**src/rtl/crot_gate_pipelined_param.sv**
```systemverilog
// Controlled phase rotation by 2*pi/2^k on one complex amplitude.
// Four-stage stallable pipeline with round half-up and saturation.
module crot_gate_pipelined_param #(
  parameter int TOTAL_WIDTH = 6,
  parameter int FRAC_WIDTH  = 4,
  parameter int COEF_WIDTH  = 10,
  parameter int COEF_FRAC   = 8
) (
  input  logic                          clk,
  input  logic                          rst,
  input  logic                          in_valid,
  output logic                          in_ready,
  input  logic signed [TOTAL_WIDTH-1:0] ar,
  input  logic signed [TOTAL_WIDTH-1:0] ai,
  input  logic [2:0]                    k,
  input  logic                          inv,
  input  logic                          ctrl,
  output logic                          out_valid,
  input  logic                          out_ready,
  output logic signed [TOTAL_WIDTH-1:0] pr,
  output logic signed [TOTAL_WIDTH-1:0] pi,
  output logic                          out_sat
);

  localparam int PW = TOTAL_WIDTH + COEF_WIDTH;
  localparam int SW = PW + 1;
  localparam int RW = SW + 1;

  localparam logic signed [COEF_WIDTH-1:0] ONE =
    COEF_WIDTH'(1) << COEF_FRAC;
  localparam logic signed [RW-1:0] RND =
    RW'(1) << (COEF_FRAC - 1);
  localparam logic signed [RW-1:0] MAXV =
    (RW'(1) << (TOTAL_WIDTH - 1)) - RW'(1);
  localparam logic signed [RW-1:0] MINV = ~MAXV;

  // Bad parameter sets are rejected at elaboration.
  if (COEF_FRAC > COEF_WIDTH - 2) begin : g_bad_coef
    $error("COEF_FRAC too large for COEF_WIDTH");
  end
  if (FRAC_WIDTH >= TOTAL_WIDTH) begin : g_bad_frac
    $error("FRAC_WIDTH must be below TOTAL_WIDTH");
  end

  logic signed [COEF_WIDTH-1:0] cos_tab [8];
  logic signed [COEF_WIDTH-1:0] sin_tab [8];

  // Q8 table is fixed; other formats are computed at elaboration.
  if (COEF_FRAC == 8) begin : g_rom_q8
    assign cos_tab[0] = COEF_WIDTH'(256);
    assign cos_tab[1] = COEF_WIDTH'(-256);
    assign cos_tab[2] = COEF_WIDTH'(0);
    assign cos_tab[3] = COEF_WIDTH'(181);
    assign cos_tab[4] = COEF_WIDTH'(237);
    assign cos_tab[5] = COEF_WIDTH'(251);
    assign cos_tab[6] = COEF_WIDTH'(255);
    assign cos_tab[7] = COEF_WIDTH'(256);
    assign sin_tab[0] = COEF_WIDTH'(0);
    assign sin_tab[1] = COEF_WIDTH'(0);
    assign sin_tab[2] = COEF_WIDTH'(256);
    assign sin_tab[3] = COEF_WIDTH'(181);
    assign sin_tab[4] = COEF_WIDTH'(98);
    assign sin_tab[5] = COEF_WIDTH'(50);
    assign sin_tab[6] = COEF_WIDTH'(25);
    assign sin_tab[7] = COEF_WIDTH'(13);
  end else begin : g_rom_gen
    localparam real PI_R = 3.14159265358979323846;
    for (genvar i = 0; i < 8; i++) begin : g_ent
      localparam real TH = 2.0 * PI_R / (2.0 ** i);
      localparam real SC = 2.0 ** COEF_FRAC;
      assign cos_tab[i] = COEF_WIDTH'(int'($cos(TH) * SC));
      assign sin_tab[i] = COEF_WIDTH'(int'($sin(TH) * SC));
    end
  end

  logic adv;
  assign adv      = !out_valid || out_ready;
  assign in_ready = adv;

  logic signed [COEF_WIDTH-1:0] c_sel, s_sel;

  // Pick effective coefficients: identity when ctrl is low.
  always_comb begin
    c_sel = ONE;
    s_sel = '0;
    if (ctrl) begin
      c_sel = cos_tab[k];
      s_sel = inv ? -sin_tab[k] : sin_tab[k];
    end
  end

  logic                          v1, v2, v3;
  logic signed [TOTAL_WIDTH-1:0] ar1, ai1;
  logic signed [COEF_WIDTH-1:0]  c1, s1;
  logic signed [PW-1:0]          p_rc, p_is, p_rs, p_ic;
  logic signed [SW-1:0]          re3, im3;

  // S1: capture operands and selected coefficients.
  always_ff @(posedge clk or posedge rst) begin
    if (rst) begin
      v1  <= 1'b0;
      ar1 <= '0;
      ai1 <= '0;
      c1  <= '0;
      s1  <= '0;
    end else if (adv) begin
      v1  <= in_valid;
      ar1 <= ar;
      ai1 <= ai;
      c1  <= c_sel;
      s1  <= s_sel;
    end
  end

  logic signed [PW-1:0] ar_x, ai_x, c_x, s_x;
  assign ar_x = PW'(ar1);
  assign ai_x = PW'(ai1);
  assign c_x  = PW'(c1);
  assign s_x  = PW'(s1);

  // S2: the four partial products.
  always_ff @(posedge clk or posedge rst) begin
    if (rst) begin
      v2   <= 1'b0;
      p_rc <= '0;
      p_is <= '0;
      p_rs <= '0;
      p_ic <= '0;
    end else if (adv) begin
      v2   <= v1;
      p_rc <= ar_x * c_x;
      p_is <= ai_x * s_x;
      p_rs <= ar_x * s_x;
      p_ic <= ai_x * c_x;
    end
  end

  // S3: combine products with one guard bit.
  always_ff @(posedge clk or posedge rst) begin
    if (rst) begin
      v3  <= 1'b0;
      re3 <= '0;
      im3 <= '0;
    end else if (adv) begin
      v3  <= v2;
      re3 <= SW'(p_rc) - SW'(p_is);
      im3 <= SW'(p_rs) + SW'(p_ic);
    end
  end

  logic signed [RW-1:0]          re_sh, im_sh;
  logic                          hi_r, lo_r, hi_i, lo_i;
  logic signed [TOTAL_WIDTH-1:0] pr_n, pi_n;

  // Round half-up, rescale, and clamp to the amplitude range.
  always_comb begin
    re_sh = (RW'(re3) + RND) >>> COEF_FRAC;
    im_sh = (RW'(im3) + RND) >>> COEF_FRAC;
    hi_r  = re_sh > MAXV;
    lo_r  = re_sh < MINV;
    hi_i  = im_sh > MAXV;
    lo_i  = im_sh < MINV;
    pr_n  = re_sh[TOTAL_WIDTH-1:0];
    pi_n  = im_sh[TOTAL_WIDTH-1:0];
    if (hi_r) pr_n = MAXV[TOTAL_WIDTH-1:0];
    if (lo_r) pr_n = MINV[TOTAL_WIDTH-1:0];
    if (hi_i) pi_n = MAXV[TOTAL_WIDTH-1:0];
    if (lo_i) pi_n = MINV[TOTAL_WIDTH-1:0];
  end

  // S4: output register; sat flag only with a valid sample.
  always_ff @(posedge clk or posedge rst) begin
    if (rst) begin
      out_valid <= 1'b0;
      pr        <= '0;
      pi        <= '0;
      out_sat   <= 1'b0;
    end else if (adv) begin
      out_valid <= v3;
      pr        <= pr_n;
      pi        <= pi_n;
      out_sat   <= v3 && (hi_r || lo_r || hi_i || lo_i);
    end
  end

endmodule

```
**config.mk**
```make
export PLATFORM = sky130hd
export DESIGN_NAME = crot_gate_pipelined_param
export DESIGN_NICKNAME = d
export VERILOG_FILES = /design/src/rtl/crot_gate_pipelined_param.sv
export SDC_FILE = /design/constraint.sdc
export NUM_CORES = 1
export LEC_CHECK = 0
export ABC_AREA = 0
export CAP_MARGIN = 20
export CORE_MARGIN = 2
export CORE_UTILIZATION = 48
export DETAILED_ROUTE_END_ITERATION = 8
export GPL_ROUTABILITY_DRIVEN = 0
export PLACE_DENSITY = 0.68
export SYNTH_ARGS = -nofsm -noshare
export SYNTH_HDL_FRONTEND = slang
export SYNTH_SLANG_ARGS = --single-unit
```
**constraint.sdc**
```tcl
create_clock -name clk -period 5.65 [get_ports clk]
set_input_delay 1.13 -clock clk [delete_from_list [all_inputs] [get_ports clk]]
set_output_delay 1.13 -clock clk [all_outputs]
set_load 0.02 [all_outputs]
```
### After elaboration in Yosys (flattened, before gate mapping)

Memories as Yosys holds them, arrays and structs flattened.
Index checks and enable logic that the tools add are counted.

* output and inout port bits: 15
* memories: 2
* register bits: 147
* ROM bits: 160
* word-level logic and storage cells: 51

* multiply operators: 4
* muxes and demuxes: 11
* bitwise logic cells: 1
* reduce and logical (&&, ||, !) cells: 6
* $lt $le $gt $ge: 5
* $add $sub $neg: 5

Memory list
* (name not given): depth 8, bits a word 10, rd ports 1, clocked after memory_dff 0, write ports 0, line 88 `s_sel = inv ? -sin_tab[k] : sin_tab[k];`
* (name not given): depth 8, bits a word 10, rd ports 1, clocked after memory_dff 0, write ports 0, line 87 `c_sel = cos_tab[k];`

Operators with widths (number)
* $mux W10: 7
* $mul A6 B10 Y16: 4
* $add A17 B9 Y18 const B: 2
* $mux W6: 4
* $gt A10 B6 Y1 const B: 2
* $lt A10 B6 Y1 const B: 2
* $add A16 B16 Y17: 1
* $sub A16 B16 Y17: 1
* $neg A10 Y10: 1
* $ge A4 B4 Y1 const B: 1
* $logic_or A1 B1 Y1: 4
* $not A3 Y4: 1
* $logic_and A1 B1 Y1: 1
* $logic_not A1 Y1: 1

### Logic depth before layout (Yosys ltp)

* depth after elaboration: 7
* gate-level depth with buffers: 19
* gate-level depth less buffers: 18

### Worst setup path after synthesis

Ideal clock, no wire load.

* path kind: register to register
* start: register c1[7]
* end: register p_rc[14]
* arrival: 4574 ps
* path slack: 1007 ps
* cell stages (with the launch flop): 18
* clock period less this slack: 4643 ps
* setup time: 70 ps
* cell sequence: dfrtp_1 clkbuf_1 nor2_1 inv_1 fa_1 fa_1 inv_1 fa_1 inv_1 fa_1 fa_1 nor2b_1 o21ai_0 a21oi_1 o31a_1 o211ai_1 a2111oi_0 nand3b_1

* longest elaborated chain between the ends: 1

Ends and longest elaborated chain
* from (decl): line 94 `logic signed [COEF_WIDTH-1:0] c1, s1;`
* from (signal assigned): line 110 `c1 <= c_sel;`
* $mul A6 B10 Y16: line 131 `p_rc <= ar_x * c_x;`
* to (signal assigned): line 131
* to (decl): line 95 `logic signed [PW-1:0] p_rc, p_is, p_rs, p_ic;`

No other way between the ends.
A chain may end at the register's enable or synchronous reset.

### Worst setup path after layout

* start: register ai1[2]
* end: register p_is[14]

* longest elaborated chain between the ends: 1

Ends and longest elaborated chain
* from (decl): line 93 `logic signed [TOTAL_WIDTH-1:0] ar1, ai1;`
* from (signal assigned): line 109 `ai1 <= ai;`
* $mul A6 B10 Y16: line 132 `p_is <= ai_x * s_x;`
* to (signal assigned): line 132
* to (decl): line 95

No other way between the ends.

==> out/qor.yml <==
placement:
  post-dp-hpwl_mm: 25.0
  dpl.cell_count: 1990
  preCtsSetupSlack_ps: 664
  numPortBuffers: 35
yosys:
  ys_seq_area_share_pct: 22.2
  syn-num-nets: 1962
  synth-compound-area-share_pct: 12.7
  synth_top_area_share_pct: 23.0
  yosysTopAreaCell: "fa_1"
  synth_area_sq_mm: 0.0146
  synth.top_cells.by_area: "fa_1, dfrtp_1, ha_1, and2_1, inv_1"
  yosys_warnings: 0
  synth_top_family_by_area: "adder cells"
  synth.distinct_cells: 56
  synthTopCellsByCount: "inv_1, nand2_1, fa_1"
  yosys.area_share.adder_pct: 36.3
  synth_cells: 1617
  syn_avg_cell_area_sq_um: 9.05
  ys_ff_latch: 130
  synth_edf_count: 0
  synth_simple_gate_area_share_pct: 17.7
  synth_ff_type: "dfrtp_1"
  synth_most_common_cell: "inv_1"
  synth_xor_xnor_area_share_pct: 4.07
  async_flop_share_pct: 100
  muxShareOfSynthArea_pct: 0.0684
sta:
  setup_ws_ps: 631
  maxSlewHeadroom_pct: 40.6
  fmax_mhz: 199
  finalCritPeriodShare_pct: 88.8
  setup_viol: 0
  grt_setup_unrepaired: "no"
  period_minus_slack_ps: 5020
  finalClockSkew_ps: 12.6
  worstMarginPinSlew_ps: 890
  finalHoldViolCount: 0
  finalMaxSlewViolations: 0
  fin_setup_tns_ps: 0
global_route:
  overflow: 0
  grt.busiest_layer: "met2"
  antenna_found_initial: 0
  use_met3_pct: 2.81
  grt.total_usage_pct: 21.9
  grt_pass1_wl_mm: 55.2
  grt_pass1_vias: 11100
  grt_use_met2_pct: 37.0
  grt_max_degree: 151
  grt_use_met1_pct: 28.7
clock_tree:
  htree_num_levels: 4
  numCtsBuffers: 17
  clock_sinks: 130
  cts_root_buffer: "clkbuf_16"
  clk_pin_slew_worst_paths_ps: 60
  post_cts_resize_count: 0
  clockBufferDepth: 2
  hold_buffers: 0
  clk_latency_ps: 430
  cts_tree: "yes"
  post_cts_buffers: 0
run_status:
  status: "finished clean"
power_and_ir_drop:
  power_density_mw_per_mm2: 626
  combPwrFrac_pct: 70.3
  p_sw_mw: 4.81
  clkPwrFrac_pct: 11.3
  switching_share_pct: 48.2
  p_leak_nw: 7.81
  p_int_mw: 5.17
  power_frac_seq_pct: 18.4
  ir_drop_mv: 0.255
floorplanning:
  die-area_sq_mm: 0.0319
  start_util_pct: 49.1
  row_count: 63
  die_x_um: 179
  io_pins: 36
  fp.dieH_um: 179
  core_sq_mm: 0.0298
layout:
  layout.cells.non_filler: 2021
  nNetsFinal: 1964
  layout-area-overhead-vs-synth_pct: 8.94
  drive_above_1_share_pct: 3.43
  n_antenna_cell: 0
worst_setup_path:
  endpoint_kind: "flip-flop"
  reg2reg_slack_ps: 630
  crit_required_ps: 6010
  cp.arrival_ps: 5380
  worst_setup_path_start_kind: "flip-flop"
  path_class: "reg2reg"
  cp_max_fo: 18
route:
  vias: 10800
  drc: 0
  firstDrtPassIters: 5
  wl_mm: 32.5
  post_drt_via_cell_ratio: 5.33
  ant_nets: 0
  drt-initial-drc-count: 605
  wire_per_inst_um: 16.1
min_path:
  hp-class: "reg2reg"
job:
  drv_cap: 0
==> path summary, 6_finish.rpt <==
kind                       startpoint       end  cells after the start
hold reg to reg               p_rc[0]   p_rc[0]                      2
setup reg to reg               ai1[2]  p_is[14]                     16
max in group asynchronous         rst   p_is[8]                      3
setup / recovery               ai1[2]  p_is[14]                     16
min in group asynchronous         rst     pi[4]                      2
hold / removal                p_rc[0]   p_rc[0]                      2
==> power by group through the flow <==
stage,clock network [mW],registers (mW),logic [mW]
2_1_floorplan,0,1.67,5.57
3_3_place_gp,0,1.84,6.84
3_5_place_dp,0,1.85,6.99
4_1_cts,1.15,1.84,7.11
5_1_grt,1.18,1.90,8.13
6_report,1.13,1.84,7.01
==> stage by stage <==
step	total power, mW	utilization (%)	area [sq um]	hold WS [ps]
4_1_cts	10.1	53.5	15900	469
3_5_place_dp	8.84	51.5	15400	456
6_report	9.98	53.5	15900	467
2_1_floorplan	7.24	-	14600	430
5_1_grt	11.2	53.5	15900	484
3_3_place_gp	8.67	51.5	15400	448
==> cells by family after synthesis <==
| group | count (synthesis) |
|---|---|
| buffers and inverters | 270 |
| and+or+nand+nor | 533 |
| muxes | 1 |
| adders and majority gates | 324 |
| xor gates and xnor gates | 68 |
| DFF | 130 |
| AOI/OAI and AO/OA | 291 |
==> sequential cells by signal (all words and copies together) (netlist names), 7 cells and up <==
signal  cells
p_ic       16
p_is       16
p_rc       16
p_rs       16
im3        10
re3        10
s1         10
c1          7
==> layer usage <==
layer	vias to the layer above	wire length, um
met5	-	0
met4	0	1100
met3	49	1080
met2	195	15700
met1	5243	14600
li1	5283	-
==> worst max-delay path, cell delays in order (launching register included) <==
cell       delay, ps
dfrtp_1          560
and2_1           280
fa_1             540
inv_1             50
fa_1             500
inv_1             60
fa_1             520
inv_1             60
fa_1             510
fa_1             460
nor2b_1          170
o21ai_0          120
a21oi_1          280
o31a_1           210
o211ai_1         110
a2111oi_0        360
nand3b_1         150
==> layout by cell type, fill, tap and decap left out, types with 10 or more instances in the layout <==
cell type          n
inv_1            200
nand2_1          199
fa_1             168
ha_1             156
and2_1           142
dfrtp_1          130
nor2_1            94
o21ai_0           85
a21oi_1           71
xnor2_1           43
clkdlybuf4s50_1   35
xor2_1            25
a21o_1            21
nor3_1            20
nand3_1           20
o21a_1            20
clkbuf_16         17
o31ai_1           14
a211oi_1          13
buf_4             13
and3_1            11
o211ai_1          11
nor3b_1           10
a31oi_1           10
==> final cells by class <==
| class | count | area [sq um] |
|---|---|---|
| Sequential cell | 130 | 3250 |
| Fill cell | 2721 | 13900 |
| Timing Repair Buffer | 49 | 468 |
| Tap cell | 390 | 488 |
| Clock buffer | 19 | 453 |
| Multi-Input combinational cell | 1217 | 10400 |
| Inverter | 204 | 773 |
| Clock inverter | 12 | 133 |
Power figures use the tool's default switching activity.
